## config.mk

```make
export PLATFORM = sky130hd
export DESIGN_NAME = pulse_delay_meter
export DESIGN_NICKNAME = d
export VERILOG_FILES = /design/src/rtl/pulse_delay_meter.sv
export SDC_FILE = /design/constraint.sdc
export NUM_CORES = 1
export LEC_CHECK = 0
export CELL_PAD_IN_SITES_DETAIL_PLACEMENT = 1
export CELL_PAD_IN_SITES_GLOBAL_PLACEMENT = 2
export CORE_ASPECT_RATIO = 0.8
export CORE_UTILIZATION = 36
export CTS_CLUSTER_SIZE = 8
export DETAILED_ROUTE_END_ITERATION = 16
export HOLD_SLACK_MARGIN = 0.15
export PLACE_DENSITY_LB_ADDON = 0.15
export SYNTH_ARGS = -nofsm -noshare
export SYNTH_HDL_FRONTEND = slang
export SYNTH_SLANG_ARGS = --single-unit
```

## constraint.sdc

```tcl
create_clock -name clk -period 3.65 [get_ports clk]
set_clock_uncertainty 0.2 [all_clocks]
set_input_delay 0.9125 -clock clk [delete_from_list [all_inputs] [get_ports clk]]
set_output_delay 0.9125 -clock clk [all_outputs]
set_load 0.01 [all_outputs]
```

## src/rtl/pulse_delay_meter.sv

```systemverilog
// pulse_delay_meter: measures the delay, in clk cycles, from a rising edge on
// start to the following rising edge on stop. Reports the result with a
// one-cycle valid pulse. Flags expiry, re-arming and unexpected stop edges
// with one-cycle pulses.
//
// Handshake: no back-pressure. valid, timeout, overrun and stray are
// registered one-cycle strobes that the consumer must sample on the cycle
// they are high. delay_val holds its value until the next valid.
//
// busy mirrors the FSM state register directly (busy == 1 exactly in WAIT),
// so a checker can read the state through busy.
//
// TIMEOUT must lie in 1 .. 2^CNT_W-1.
module pulse_delay_meter #(
   parameter int CNT_W   = 8,
   parameter int TIMEOUT = 255
) (
   input  logic             clk,
   input  logic             rstn,
   input  logic             en,
   input  logic             start,
   input  logic             stop,
   output logic [CNT_W-1:0] delay_val,
   output logic             valid,
   output logic             busy,
   output logic             timeout,
   output logic             overrun,
   output logic             stray
);

   localparam logic [0:0] S_IDLE = 1'b0;
   localparam logic [0:0] S_WAIT = 1'b1;

   localparam logic [CNT_W-1:0] CNT_MAX = CNT_W'(TIMEOUT);
   localparam logic [CNT_W-1:0] CNT_ONE = CNT_W'(1);

   logic [0:0]       state;
   logic [0:0]       nxt_state;
   logic [CNT_W-1:0] cnt;
   logic [CNT_W-1:0] nxt_cnt;
   logic [CNT_W-1:0] nxt_delay;
   logic             nxt_valid;
   logic             nxt_timeout;
   logic             nxt_overrun;
   logic             nxt_stray;
   logic             start_q;
   logic             stop_q;
   logic             start_edge;
   logic             stop_edge;

   assign start_edge = start & ~start_q;
   assign stop_edge  = stop & ~stop_q;
   assign busy       = (state == S_WAIT);

   // Edge-detect registers keep tracking the inputs even while disabled.
   always_ff @(posedge clk or negedge rstn) begin
      if (!rstn) begin
         start_q <= 1'b0;
         stop_q  <= 1'b0;
      end else begin
         start_q <= start;
         stop_q  <= stop;
      end
   end

   // Next-state and strobe decode; strobes default low so each event lasts one cycle.
   always_comb begin
      nxt_state   = state;
      nxt_cnt     = cnt;
      nxt_delay   = delay_val;
      nxt_valid   = 1'b0;
      nxt_timeout = 1'b0;
      nxt_overrun = 1'b0;
      nxt_stray   = 1'b0;
      if (!en) begin
         // Disabling silently abandons any open measurement.
         nxt_state = S_IDLE;
         nxt_cnt   = '0;
      end else begin
         case (state)
            S_IDLE: begin
               if (start_edge && stop_edge) begin
                  // Zero-delay echo: report at once, never arm.
                  nxt_delay = '0;
                  nxt_valid = 1'b1;
               end else if (start_edge) begin
                  nxt_cnt   = CNT_ONE;
                  nxt_state = S_WAIT;
               end else if (stop_edge) begin
                  nxt_stray = 1'b1;
               end
            end
            S_WAIT: begin
               if (stop_edge) begin
                  // A stop at cnt == TIMEOUT still counts; it beats expiry.
                  nxt_delay = cnt;
                  nxt_valid = 1'b1;
                  if (start_edge) begin
                     // Back-to-back: the same edge closes one and opens the next.
                     nxt_cnt = CNT_ONE;
                  end else begin
                     nxt_cnt   = '0;
                     nxt_state = S_IDLE;
                  end
               end else if (start_edge) begin
                  nxt_overrun = 1'b1;
                  nxt_cnt     = CNT_ONE;
               end else if (cnt == CNT_MAX) begin
                  // Expiry; cnt never increments past TIMEOUT, so it cannot wrap.
                  nxt_timeout = 1'b1;
                  nxt_cnt     = '0;
                  nxt_state   = S_IDLE;
               end else begin
                  nxt_cnt = cnt + CNT_ONE;
               end
            end
            default: begin
               nxt_state = S_IDLE;
               nxt_cnt   = '0;
            end
         endcase
      end
   end

   // State, counter, result and strobe registers.
   always_ff @(posedge clk or negedge rstn) begin
      if (!rstn) begin
         state     <= S_IDLE;
         cnt       <= '0;
         delay_val <= '0;
         valid     <= 1'b0;
         timeout   <= 1'b0;
         overrun   <= 1'b0;
         stray     <= 1'b0;
      end else begin
         state     <= nxt_state;
         cnt       <= nxt_cnt;
         delay_val <= nxt_delay;
         valid     <= nxt_valid;
         timeout   <= nxt_timeout;
         overrun   <= nxt_overrun;
         stray     <= nxt_stray;
      end
   end

endmodule
```

; Yosys cells after proc, flatten, opt, wreduce, memory -nomap -nowiden
; Cells that the tools add are included.
[word_totals]
latch_bits = 0
ramBits = 0
regBits = 23
mem_count = 0
romBits = 0
output_inout_bits = 13
word_cells = 57
[classes]
mul = 0
shift = 0
magnitude_cmp = 0
reduce_logical = 3
div_mod_pow = 0
n_addsub = 1
mux = 34
eq_ne = 5
bitwise = 5
[op_table]
columns = cell, n
row1 = $mux 8, 8
row2 = $pmux 8 s2, 2
row3 = $mux 1, 22
row4 = $add 8x1->8 const B, 1
row5 = $eq 8x8->1 const B, 1
row6 = $ne 3x3->1 const B, 2
row7 = $pmux 1 s2, 2
row8 = $not 1->1, 3
row9 = $reduce_and 3->1, 1
row10 = $and 1x1->1, 2
row11 = $ne 2x1->1 const B, 1
row12 = $ne 2x2->1 const B, 1
row13 = $reduce_and 2->1, 1
row14 = $logic_and 1x1->1, 1

; Logic depth before layout (Yosys ltp)
; Gate-level depths: netlist of run 1.
[logic_depth]
word_depth = 7
mapped_depth = 6

; Worst setup path after synthesis of run 1
; No wires, ideal clock.
[synth_timing]
kind = input port to flip-flop
from = in start
to = reg cnt[7]
path_stages = 6
required_ps = 3368
setup_slack_ps = 1679
path_buffers = 2
arrival_ps = 1689
path_cell_list = nor2b_4 > buf_6 > nor3_4 > buf_6 > a41oi_1 > a31oi_1
[synth_via]
elab_chain_len = 5
elab_cells_between_ends = 9
cone_classes = eq/ne (2) / mux (4) / bitwise (1) / reduce/logical (2)
[synth_rtl]
columns = item, line_no
row1 = start: declaration, 21  ; input logic start,
row2 = $and 1x1->1 (*), 51  ; assign start_edge = start & ~start_q;
row3 = $mux 8, 105  ; end else if (start_edge) begin
row4 = $mux 8, 94  ; if (stop_edge) begin
row5 = $pmux 8 s2, 80  ; case (state)
row6 = $mux 8, 75  ; if (!en) begin
row7 = end signal: assignment, 137  ; cnt <= nxt_cnt;
row8 = end: declaration, 39  ; logic [CNT_W-1:0] cnt;
; Mark *: on every way between the ends. The rest lies on a longest branch, timed or not.
; A chain may end at the register's enable or synchronous reset.

; Worst setup path in the final report of run 1
[layout_timing]
from = reg state (netlist: busy)
to = out busy
[layout_rtl]
columns = item, line_no
row1 = start: declaration, 37  ; logic [0:0] state;
row2 = start signal: assignment, 136  ; state <= nxt_state;
row3 = end: declaration, 25  ; output logic busy,
; No word-level cell between the ends.

==> results.cfg, run 1 <==
[status]
status = completed

[global_route]
grt_pass1_wl_um = 3730
grt_max_degree = 24
grt-ovfl-total = 0
grt_util_all_layers_pct = 17.2
grt_pass1_vias = 780
antenna_found_initial = 0

[setup_path]
cpLargestDelayFamily = buffers and inverters
path_cells = clkdlybuf4s50_1
cp.required_ns = 2.54
worst_r2r_endpoint = cnt[3]
ff2ff_setup_slack_ns = 1.92
slowest_stage = clkdlybuf4s50_1
crit_type = reg2out
path_max_fanout = 6
arrival_ns = 1.33
critPathCaptureType = output pin
crit_path_start_kind = register
r2r_start = cnt[0]
slowest_delay_ns = 0.57
r2r_cells = 5
crit_buf_inv = 1
cp.depth = 1

[drt]
vias_per_cell = 5.31
via_count = 765
ant_nets = 0
drt_iter0_markers = 12
avgRoutedWirePerCell_um = 15.0
drc = 0
dr.pass1.iters = 4
wirelength_um = 2160

[min_path]
min_from = delay_val[5]
hold_path_depth = 1
min_to = delay_val[5]
hp-class = reg2reg

[clock_network]
numCtsBuffers = 3
postCtsSetupRepairBufs = 0
clock_latency_ns = 0.31
htreeDepth = 1
clk_pin_slew_ns = 0.13
cts_root_buf = clkbuf_4
clock-sinks = 23
ctsHoldBuffers = 0
post_cts_resized = 0
cts_tree = built
ctsLongestPathBuffers = 2

[synth]
synth_top_area_share_pct = 55.9
synth_ff_type = dfrtp_1
yosysMostFrequentCell = dfrtp_1
synth.avg_cell_area_um2 = 11.7
syn_area_um2 = 1030
ys_async_sr_fraction_pct = 100
yosys_warnings = 0
yosysTopAreaCell = dfrtp_1
synthCells = 88
ys_top_cells_by_count = 23 x dfrtp_1, 10 x a22o_1
ys_ff_latch = 23
synthTopCellsByArea = dfrtp_1 56%, a22o_1 8.5%, a31oi_1 3.0%
ys_seq_area_share_pct = 55.9
synth_cell_types = 33
synth_edf_count = 0
synthesis.nets = 94

[pwr]
total_power_uw = 425
power.leakage_uw = 0.000542
vdd_ir_drop_max_mv = 0.246
power.density_nw_per_um2 = 338

[timing]
timing.final.setup_violations = 0
worst_pin_slew_ns = 0.590
tns_ns = 0
max_slew_margin_pct = 60.5
hold_violations = 0
slew_viol_final = 0
final.period_utilization_pct = 67.0
setup_slack_ns = 1.20
period_minus_slack_ns = 2.45
fmax_mhz = 409
rsz0062_at_grt = no

[job]
drv_cap = 0

[floorplanning]
die_h_um = 49.8
coreArea_um2 = 2580
initial_core_util_pct = 39.9
row_count = 16
num_io_pins = 18
die_area_um2 = 3080
fp.dieW_um = 61.8

[finish]
layoutNonFillerInstCount = 144
fillerInstances = 281
syn_to_final_growth_pct = 22.0
drive_gt1_share_pct = 9.26
utilization_pct = 48.6
largestRegisters = cnt (8), delay_val (8)
num_antenna_cells = 0
fin_nets = 115
seq_area_um2 = 576
multi_input_area_um2 = 424

[placed_design]
place_ws_ns = 0.922
dp_cells = 140
portBuffers = 17
routabilityCongestion = 0.781
dp_hpwl_um = 1610
## metal layers
| metal | part of all wire, % | global-route usage, % | vias to the layer above |
|---|---|---|---|
| met3 | 4.4 | 5.51 | 2 |
| met4 | 0.88 | 5.56 | 0 |
| met5 | 0 | 0 | - |
| met1 | 46 | 22.0 | 378 |
| li1 | - | - | 370 |
| met2 | 49 | 27.2 | 15 |
## through the flow
step / hold WS (ns) / cell area [um2]
global placement: 0.288 / 1230
finish: 0.319 / 1260
global route: 0.337 / 1260
floorplan: 0.268 / 1030
CTS: 0.328 / 1260
detailed placement: 0.298 / 1230
## cell type report
type | instances | area share, %
inverter | 2 | 0.598
clock buffer | 4 | 2.09
timing repair buffer | 18 | 14.1
sequential | 23 | 45.8
multi-input combinational | 61 | 33.8
tap | 36 | 3.59
## how the worst max path moves through the flow
stage                   to  slack (ns)  start
floorplan           cnt[7]        1.68  start
CTS                   busy        1.18   busy
global route          busy        1.14   busy
finish                busy        1.20   busy
detailed placement  cnt[6]        0.92     en
global placement    cnt[6]        1.04     en
## power breakdown
group | total (uW) | switching, uW | internal (uW)
Clock | 118 | 75.6 | 42.7
Combinational | 41.1 | 22.2 | 18.8
Sequential | 265 | 5.42 | 260
## placed cells by master, fill, tap and decap left out, types with 2 or more instances in the layout
cell	Yosys	routed
dfrtp_1	23	23
clkdlybuf4s50_1	0	17
a22o_1	10	10
nand2b_1	5	5
nand2_1	5	5
nand3_1	5	5
a31oi_1	5	5
nor2_1	4	4
a21oi_1	3	3
clkbuf_4	0	3
inv_1	2	2
and3_1	2	2
## kinds of logic after synthesis
kind of cell               count (synthesis)  share of synthesized area, %
AOI/OAI and AO/OA                         26                          19.0
DFF                                       23                          55.9
adders and majority gates                  1                          1.21
muxes                                      1                         0.972
buffers and inverters                      4                          2.92
and+or+nand+nor                           32                          19.2
xor gates and xnor gates                   1                         0.851
Note: power is estimated with default switching activity, not from simulation.
==> run 2: changes to the inputs <==
Settings changed: CORE_UTILIZATION 36 to 30.
Clock period 3.65 ns to 2.2 ns, I/O delays scaled along.
==> run 2 against run 1 <==
  * Critical path depth unchanged
  * Final cell count up 4.2%
  * Total power is 83% higher
  * Die area is 19% higher
  * Flip-flop and latch count unchanged
  * Global-route usage decreased by 2.2 points
  * Clock power grew 130%
  * Combinational power increased by 73%
  * Setup slack worse by 1.0 ns
  * Via count down 2.2%
  * Critical path type unchanged
  * Largest power group unchanged
==> results.cfg, run 2 (synthesis gave the netlist of run 1 again) <==
[clock_network]
cts_tree = built
ctsHoldBuffers = 0
cts_root_buf = clkbuf_8
postCtsSetupRepairBufs = 0
ctsLongestPathBuffers = 2
htreeDepth = 1
numCtsBuffers = 3
clock-sinks = 23
clock_latency_ns = 0.27
post_cts_resized = 0
clk_pin_slew_ns = 0.08

[timing]
period_minus_slack_ns = 2.04
slew_viol_final = 0
fmax_mhz = 491
rsz0062_at_grt = no
timing.final.setup_violations = 0
tns_ns = 0
whs_ns = 0.310
hold_violations = 0
final.period_utilization_pct = 92.6
max_slew_margin_pct = 64.9
setup_slack_ns = 0.162
worst_pin_slew_ns = 0.524

[setup_path]
crit_buf_inv = 1
critPathCaptureType = output pin
slowest_stage = clkdlybuf4s50_1
slowest_delay_ns = 0.57
path_max_fanout = 6
crit_path_start_kind = register
crit_type = reg2out
arrival_ns = 1.29
cpLargestDelayFamily = buffers and inverters
cp.required_ns = 1.45
path_cells = clkdlybuf4s50_1

[floorplanning]
num_io_pins = 18
fp.dieW_um = 67.5
die_h_um = 54.4
die_area_um2 = 3670
row_count = 18
initial_core_util_pct = 32.4
coreArea_um2 = 3180

[global_route]
grt_pass1_vias = 792
grt_util_all_layers_pct = 15.1
grt_max_degree = 24
grt_pass1_wl_um = 3920
antenna_found_initial = 0
grt-ovfl-total = 0

[drt]
via_count = 748
drt_iter0_markers = 22
wirelength_um = 2240
avgRoutedWirePerCell_um = 14.9
dr.pass1.iters = 4
vias_per_cell = 4.99
drc = 0
ant_nets = 0

[finish]
largestRegisters = cnt (8), delay_val (8)
drive_gt1_share_pct = 11.8
num_antenna_cells = 0
final_design_area_no_fill_um2 = 1300
syn_to_final_growth_pct = 25.9
multi_input_area_um2 = 424
seq_area_um2 = 576
fillerInstances = 362
mostFrequentLayoutCell = dfrtp_1
final_cell_mix = 23 x dfrtp_1, 17 x clkdlybuf4s50_1, 10 x a22o_1
layoutNonFillerInstCount = 150
fin_nets = 117

[pwr]
switching_share_pct = 24.0
clkPwrFrac_pct = 34.2
power.leakage_uw = 0.000563
p_sw_uw = 186
seqPwrFrac_pct = 56.7
p_int_uw = 591
power.density_nw_per_um2 = 600
comb_power_share_pct = 9.2
vdd_ir_drop_max_mv = 0.261

[placed_design]
routabilityCongestion = 0.706
dp_cells = 146
portBuffers = 17
dp_hpwl_um = 1620
placed_area_um2 = 1250
place_ws_ns = -0.0105

[min_path]
hp-class = reg2reg

[job]
drv_cap = 0

[status]
status = completed
-- run 2: cell types whose count changed in the layout (fill, tap and decap cells not counted) --
cell and delta:
buf_4 +2, clkbuf_8 +3, clkbuf_1 -1, clkinv_2 +1, clkbuf_4 -3
-- run 2: worst paths after layout --
kind / end / cells past startpoint / slack [ns] / start
worst max-delay path: busy / 1 / 0.16 / busy
worst min-delay path: delay_val[5] / 1 / 0.31 / delay_val[5]
worst max register to register: cnt[3] / 5 / 0.49 / cnt[0]
worst min register to register: delay_val[5] / 1 / 0.31 / delay_val[5]
max in group asynchronous: delay_val[3] / 2 / 1.13 / rstn
min in group asynchronous: stray / 2 / 0.44 / rstn
-- run 2: final cells by class --
class / count / share of cell area [%]
multi-input cells: 61 / 32.7
flip-flops and latches: 23 / 44.4
well taps: 40 / 3.86
clock inverters: 1 / 0.386
clock buffers: 3 / 3.19
inverters: 2 / 0.579
repair buffers: 20 / 14.9
-- run 2: metal layers --
metal	share of wire [%]	vias up	routed length (um)	track usage, %
met1	53	360	1200	20.3
li1	-	369	-	-
met5	0	-	0	0
met3	3.7	4	83	5.00
met4	0.94	0	21	4.26
met2	42	15	941	22.9
-- run 2: metrics by stage --
step	util, %	power [uW]
2_1_floorplan	-	484
3_3_place_gp	39.4	520
3_5_place_dp	39.4	522
4_1_cts	40.8	793
5_1_grt	40.8	819
6_report	40.8	777
-- run 2: power by group through the flow --
stage               clock network (uW)  registers (uW)  logic (uW)
finish                             266             440        71.2
global route                       296             442        80.6
CTS                                279             441        72.6
detailed placement                   0             449        72.5
global placement                     0             449        71.0
floorplan                            0             449        34.8
